$ cat config.mk
export PLATFORM = sky130hd
export DESIGN_NAME = indication_batcher
export DESIGN_NICKNAME = d
export VERILOG_FILES = /design/src/rtl/indication_batcher.sv
export SDC_FILE = /design/constraint.sdc
export NUM_CORES = 1
export LEC_CHECK = 0
export ABC_AREA = 1
export BUFFER_PORTS_ARGS = -buffer_cell sky130_fd_sc_hd__clkbuf_2
export CORE_ASPECT_RATIO = 2
export CORE_MARGIN = 4
export CORE_UTILIZATION = 40
export CTS_CLUSTER_SIZE = 40
export DETAILED_ROUTE_END_ITERATION = 16
export SLEW_MARGIN = 20
export SYNTH_ARGS = -nofsm -noshare
export SYNTH_HDL_FRONTEND = slang
export SYNTH_SLANG_ARGS = --single-unit
$ cat constraint.sdc
create_clock -name CLK -period 4 [get_ports CLK]
set_input_delay 0.8 -clock CLK [delete_from_list [all_inputs] [get_ports CLK]]
set_output_delay 0.8 -clock CLK [all_outputs]
set_load 0.01 [all_outputs]
$ cat src/rtl/indication_batcher.sv
// rtl/indication_batcher.sv - packs 32-bit indication words into 144-bit pipe messages
//
// Collects up to four heard words and issues them as one message with a
// 16-bit header {METHOD_ID, 5'b0, count}. A partial batch is flushed once
// TIMEOUT cycles pass without a new word (TIMEOUT=0: only full batches).
//
// Ports:
//   CLK          clock, rising edge
//   nRST         synchronous active-low reset
//   heard__ENA   word valid (only while heard__RDY=1)
//   heard_v      32-bit indication word
//   heard__RDY   batcher accepts a word this cycle
//   enq__ENA     message issued this cycle (never without enq__RDY)
//   enq_v        144-bit message: [143:136] method, [130:128] count, [127:0] payload
//   enq__RDY     downstream can accept a message
module indication_batcher #(
    parameter logic [7:0] METHOD_ID = 8'd0,
    parameter int         TIMEOUT   = 16,
    parameter int         TCW       = 8
) (
    input  logic         CLK,
    input  logic         nRST,
    input  logic         heard__ENA,
    input  logic [31:0]  heard_v,
    output logic         heard__RDY,
    output logic         enq__ENA,
    output logic [143:0] enq_v,
    input  logic         enq__RDY
);

    typedef enum logic {
        FILL = 1'b0,
        SEND = 1'b1
    } state_t;

    localparam bit             TO_EN     = (TIMEOUT != 0);
    localparam logic [TCW-1:0] IDLE_LAST = TO_EN ? TCW'(TIMEOUT - 1) : '0;

    state_t              state_q, state_d;
    logic [2:0]          cnt_q, cnt_d;
    logic [TCW-1:0]      idle_q, idle_d;
    logic [3:0][31:0]    buf_q, buf_d;

    logic accept;
    logic issue;
    logic timeout_hit;

    assign accept = (state_q == FILL) && heard__ENA;
    assign issue  = (state_q == SEND) && enq__RDY;

    // A word arriving on the expiry edge takes priority over the flush.
    assign timeout_hit = TO_EN && (state_q == FILL) && !heard__ENA &&
                         (cnt_q != 3'd0) && (idle_q == IDLE_LAST);

    // State register
    always_ff @(posedge CLK) begin
        if (!nRST) begin
            state_q <= FILL;
        end else begin
            state_q <= state_d;
        end
    end

    // Next-state logic
    always_comb begin
        state_d = state_q;
        case (state_q)
            FILL: begin
                if (accept && (cnt_q == 3'd3)) begin
                    state_d = SEND;
                end else if (timeout_hit) begin
                    state_d = SEND;
                end
            end
            SEND: begin
                if (issue) begin
                    state_d = FILL;
                end
            end
            default: state_d = FILL;
        endcase
    end

    // Batch datapath
    always_comb begin
        cnt_d  = cnt_q;
        idle_d = idle_q;
        buf_d  = buf_q;
        if (state_q == FILL) begin
            if (heard__ENA) begin
                buf_d[cnt_q[1:0]] = heard_v;
                cnt_d             = cnt_q + 3'd1;
                idle_d            = '0;
            end else if (cnt_q != 3'd0) begin
                idle_d = idle_q + TCW'(1);
            end
        end else if (issue) begin
            cnt_d  = 3'd0;
            idle_d = '0;
            buf_d  = '0;
        end
    end

    always_ff @(posedge CLK) begin
        if (!nRST) begin
            cnt_q  <= 3'd0;
            idle_q <= '0;
            buf_q  <= '0;
        end else begin
            cnt_q  <= cnt_d;
            idle_q <= idle_d;
            buf_q  <= buf_d;
        end
    end

    // Outputs; everything is forced quiet while reset is asserted so a
    // message pending at reset is dropped without an enq__ENA.
    always_comb begin
        heard__RDY = nRST && (state_q == FILL);
        enq__ENA   = nRST && issue;
        enq_v      = '0;
        if (nRST && (state_q == SEND)) begin
            enq_v[143:136] = METHOD_ID;
            enq_v[130:128] = cnt_q;
            for (int i = 0; i < 4; i++) begin
                if (3'(i) < cnt_q) begin
                    enq_v[32*i +: 32] = buf_q[i];
                end
            end
        end
    end

endmodule

---- Yosys cells after proc, flatten, opt, wreduce, memory -nomap -nowiden ----
Cells that the tools add are included.
word-level totals
  flip-flop bits (word level) ............. 140
  output and inout port bits .............. 146
  input bits .............................. 36
  logic and storage cells ................. 57
cells by class
  multiplexer cells ....................... 22
  bitwise gates (word level) .............. 1
  $lt $le $gt $ge ......................... 6
  reduce and logical (&&, ||, !) cells .... 16
  $add $sub $neg .......................... 2
  eq/ne operators ......................... 3
operators with widths
  kind                                                                                 number
  128-bit two-way mux                                                                  3
  32-bit two-way mux                                                                   5
  131-bit two-way mux                                                                  1
  128-bit bitwise mux                                                                  1
  32-bit demux with 2-bit select                                                       1
  8-bit two-way mux                                                                    4
  1-bit logical AND                                                                    10
  3-bit two-way mux                                                                    3
  8-bit by 1-bit adder with 8-bit output, second input constant                        1
  8-bit by 4-bit equality test with 1-bit output, second input constant                1
  1-bit by 3-bit < comparator with 1-bit output, first input constant                  2
  2-bit by 3-bit < comparator with 1-bit output, first input constant                  2
  3-bit nonzero test                                                                   2
  2-bit AND reduction                                                                  2
  3-bit by 1-bit adder with 3-bit output, second input constant                        1
  3-bit by 2-bit equality test with 1-bit output, second input constant                1
  2-bit by 3-bit < comparator with 1-bit output, second input constant                 1
  1-bit two-way mux                                                                    3
  2-bit by 1-bit greater-or-equal comparator with 1-bit output, second input constant  1
  2-bit by 1-bit inequality test with 1-bit output, second input constant              1
  1-bit case mux with 2 select lines                                                   1
  2-bit nonzero test                                                                   1
  1-bit logical NOT                                                                    1
  1-bit NOT                                                                            1

---- Longest topological paths before layout ----
  word-level depth ........................ 7
  depth in mapped cells ................... 10
  mapped depth without buffers ............ 10

---- Worst setup path after synthesis ----
Ideal clock, no wire load.
  path type ............................... input to output
  from .................................... input port nRST
  to ...................................... output port enq_v[84]
  path buffers ............................ 3
  data required time ...................... 3200 ps
  arrival ................................. 1669 ps
  setup slack ............................. 1531 ps
  cell stages on the path ................. 5
  path through ............................ buf_2 nand2_2 buf_6 buf_2 nor3b_1
between the ends
  longest elaborated chain between the ends .. 2
ends and longest elaborated chain
  element              RTL line  source
  start: declaration   22        input logic nRST,
  1-bit logical AND    122       if (nRST && (state_q == SEND)) begin
  131-bit two-way mux  122
  end: declaration     27        output logic [143:0] enq_v,
No other way between the ends.

---- Final worst setup path ----
  from .................................... register cnt_q[2]
  to ...................................... output port enq_v[59]
between the ends
  longest elaborated chain between the ends .. 3
ends and longest elaborated chain
  element                                        RTL line  source
  start: declaration                             40        logic [2:0] cnt_q, cnt_d;
  start signal: assignment                       110       cnt_q <= cnt_d;
  1-bit by 3-bit < comparator with 1-bit output  126       if (3'(i) < cnt_q) begin
  32-bit two-way mux                             126
  131-bit two-way mux                            122
No other way between the ends.

==> impl_metrics.ini <==
[worst_setup_path]
cp_slowest_cell = buf_4
regToRegSetupSlack_ns = 1.78
end_kind = output port
crit_type = flop to output port
r2r_start = cnt_q[1]
rr_worst_depth = 7
cp_top_family = buffers and inverters
cp.arrival_ns = 2.06
worstPathRequired_ns = 3.20
slowest_delay_ns = 0.37
critical_path_buf_inv_count = 4
crit_fanout = 36
cp_cell_sequence = buf_4 > nor2_1 > inv_1 > buf_4 > nand2_1 > nor2_1 > clkbuf_2
r2r_end = buf_q[46]
startpoint_type = flop

[synth]
syn_area_um2 = 6760
ys_ff_latch = 140
yosysWarnings = 0
netlist_instances = 939
yosys.area.top_type_share = 0.415
avgSynthCellArea_um2 = 7.20
ys_seq_area_frac = 0.415
synth_top_cell_by_area = dfxtp_1
synth_area_leaders = dfxtp_1, a21oi_1, nor2_1
synth.distinct_cells = 26

[clock_network]
clkSlewWorstSetupHoldPaths_ns = 0.06
root_buffer = clkbuf_16
hold_buffers = 0
cts_buffers = 17
cts_buffer_depth = 2
htree_levels = 4
clkLatencyLatePin_ns = 0.42
cts_setup_buffers = 0
cts-resized-gates = 0
clock-sinks = 140
cts_tree = done

[sta]
slew_violations = 0
tightest_slew_ns = 0.850
finalSetupTns_ns = 0
finalCriticalPeriod_ns = 2.86
fin_worst_skew_ns = 0.00862
fmax_ghz = 0.350
rsz0062_at_grt = no
finalCritPeriodShare = 0.715
maxSlewHeadroom = 0.433
worst_slack_ns = 1.14
hold_viol_final = 0
finalSetupViolCount = 0

[global_route]
grt_usage = 0.248
grt_antenna_before_repair = 0
grt_overflow = 0
grt_pass1_wl_um = 36700
grt_pass1_vias = 6498
grt_max_degree = 75

[job]
drv_cap = 0

[min_path]
hp-class = flop to flop
min_path_cells = 2
min_to = buf_q[63]
hp-start = buf_q[63]

[status]
status = completed

[die]
initial_core_util = 0.405
die_area_um2 = 19200
core_um2 = 16700
dieHeight_um = 192
die_w_um = 99.9
std_cell_rows = 67
pin_count = 182

[power_and_ir_drop]
p_sw_uw = 938
p_leak_uw = 0.00317
irDropWorstVdd_mv = 0.299
seqPwrFrac = 0.430
power_density_nw_per_um2 = 429
clock_power_share = 0.463
swShare = 0.269
internal_power_uw = 2550
report.power.total_uw = 3490
combPwrFrac = 0.107

[final_layout]
n_antenna_cell = 0
nets = 1093
drive_gt1_frac = 0.220
fill_cells = 1742
area_delta_synth_final_pct = 20.5
layoutNonFillerInstCount = 1271

[route]
firstDrtPassIters = 7
avgViaCountPerCell = 5.40
wire_per_inst_um = 18.8
antenna_left = 0
via_count = 6865
drc = 0
routed_wl_um = 23800
drt_iter0_drc = 288

[place]
pre_cts_slack_ns = 1.13
hpwl_um = 15800
place.gp.congestion = 0.815
portBuffers = 168
dpl.cell_count = 1240
==> layout make-up <==
cell class / count / area (um2) / share of cell area
Tap cell: 207 / 259 / 0.0318
Inverter: 27 / 101 / 0.0124
Timing Repair Buffer: 187 / 996 / 0.122
Multi-Input combinational cell: 679 / 3390 / 0.416
Sequential cell: 140 / 2800 / 0.344
Clock inverter: 12 / 165 / 0.0203
Clock buffer: 19 / 433 / 0.0532
==> synth_stat cells <==
cell type / number
o21ai_2: 2
nand4_1: 64
nand3_1: 49
dfxtp_1: 140
clkbuf_1: 40
inv_2: 3
o21ai_1: 2
buf_4: 18
a31oi_1: 1
nand2_4: 1
nand2_2: 5
nor2_1: 140
inv_1: 24
o21ai_0: 57
nand2_8: 1
buf_2: 37
a21oi_1: 136
conb_1: 1
nor2_8: 1
nor3b_1: 64
nand3b_1: 2
buf_6: 2
o21bai_1: 1
ha_1: 5
nand2_1: 135
buf_1: 8
==> routing by layer <==
layer	up-vias	GRT usage	wire length, um
met4	0	0.129	1190
met1	3220	0.284	8990
met2	234	0.438	12500
met3	39	0.0389	1160
met5	-	0	0
li1	3372	-	-
==> how the worst max path moves through the flow <==
stage | start | to | slack, ns | cells after the start
after global routing | nRST | enq_v[74] | 0.97 | 5
after CTS | cnt_q[2] | enq_v[62] | 1.11 | 7
after global placement | nRST | enq_v[13] | 1.19 | 5
after detailed placement | nRST | enq_v[74] | 1.13 | 5
final | cnt_q[2] | enq_v[59] | 1.14 | 7
after floorplan | nRST | enq_v[84] | 1.53 | 5
==> cell families after synthesis <==
kind of cell | Yosys count | share of synthesized area
AO/OA/AOI/OAI | 199 | 0.149
flip-flops | 140 | 0.415
adder cells (fa/ha/maj) | 5 | 0.00926
AND/OR/NAND/NOR | 462 | 0.334
other | 1 | 0.000555
buffers and inverters | 132 | 0.0924
==> power groups by stage <==
| stage | clock [uW] | sequential (uW) | combinational (uW) |
|---|---|---|---|
| finish | 1620 | 1500 | 373 |
| global route | 1700 | 1510 | 411 |
| CTS | 1640 | 1500 | 372 |
| detailed placement | 0 | 1530 | 372 |
| global placement | 0 | 1530 | 368 |
| floorplan | 0 | 1520 | 261 |
==> tightest hold or removal path, stage by stage (launching register included) <==
cell and delay, ns:
dfxtp_1 0.31, nand2_1 0.06, a21oi_1 0.05
==> per-stage QoR <==
step | hold slack, ns | cell area [um2] | utilization
final | 0.462 | 8140 | 0.488
after global routing | 0.480 | 8140 | 0.488
after CTS | 0.462 | 8140 | 0.488
after detailed placement | 0.454 | 7550 | 0.452
after global placement | 0.447 | 7550 | 0.452
after floorplan | 0.439 | 6800 | -
==> sequential cells by signal (all words and copies together), names as in the netlist <==
register,flops
cnt_q,3
state_q,1
idle_q,8
buf_q,128
==> cell usage in the layout, fill, tap and decap left out, drive strengths merged <==
| cell type | instances |
|---|---|
| a21oi | 136 |
| a31oi | 1 |
| buf | 19 |
| bufinv | 3 |
| clkbuf | 187 |
| clkinv | 3 |
| clkinvlp | 3 |
| conb | 13 |
| dfxtp | 140 |
| ha | 5 |
| inv | 30 |
| nand2 | 142 |
| nand3 | 49 |
| nand3b | 2 |
| nand4 | 64 |
| nor2 | 141 |
| nor3b | 64 |
| o21ai | 61 |
| o21bai | 1 |
Note: power is estimated with default switching activity, not from simulation.
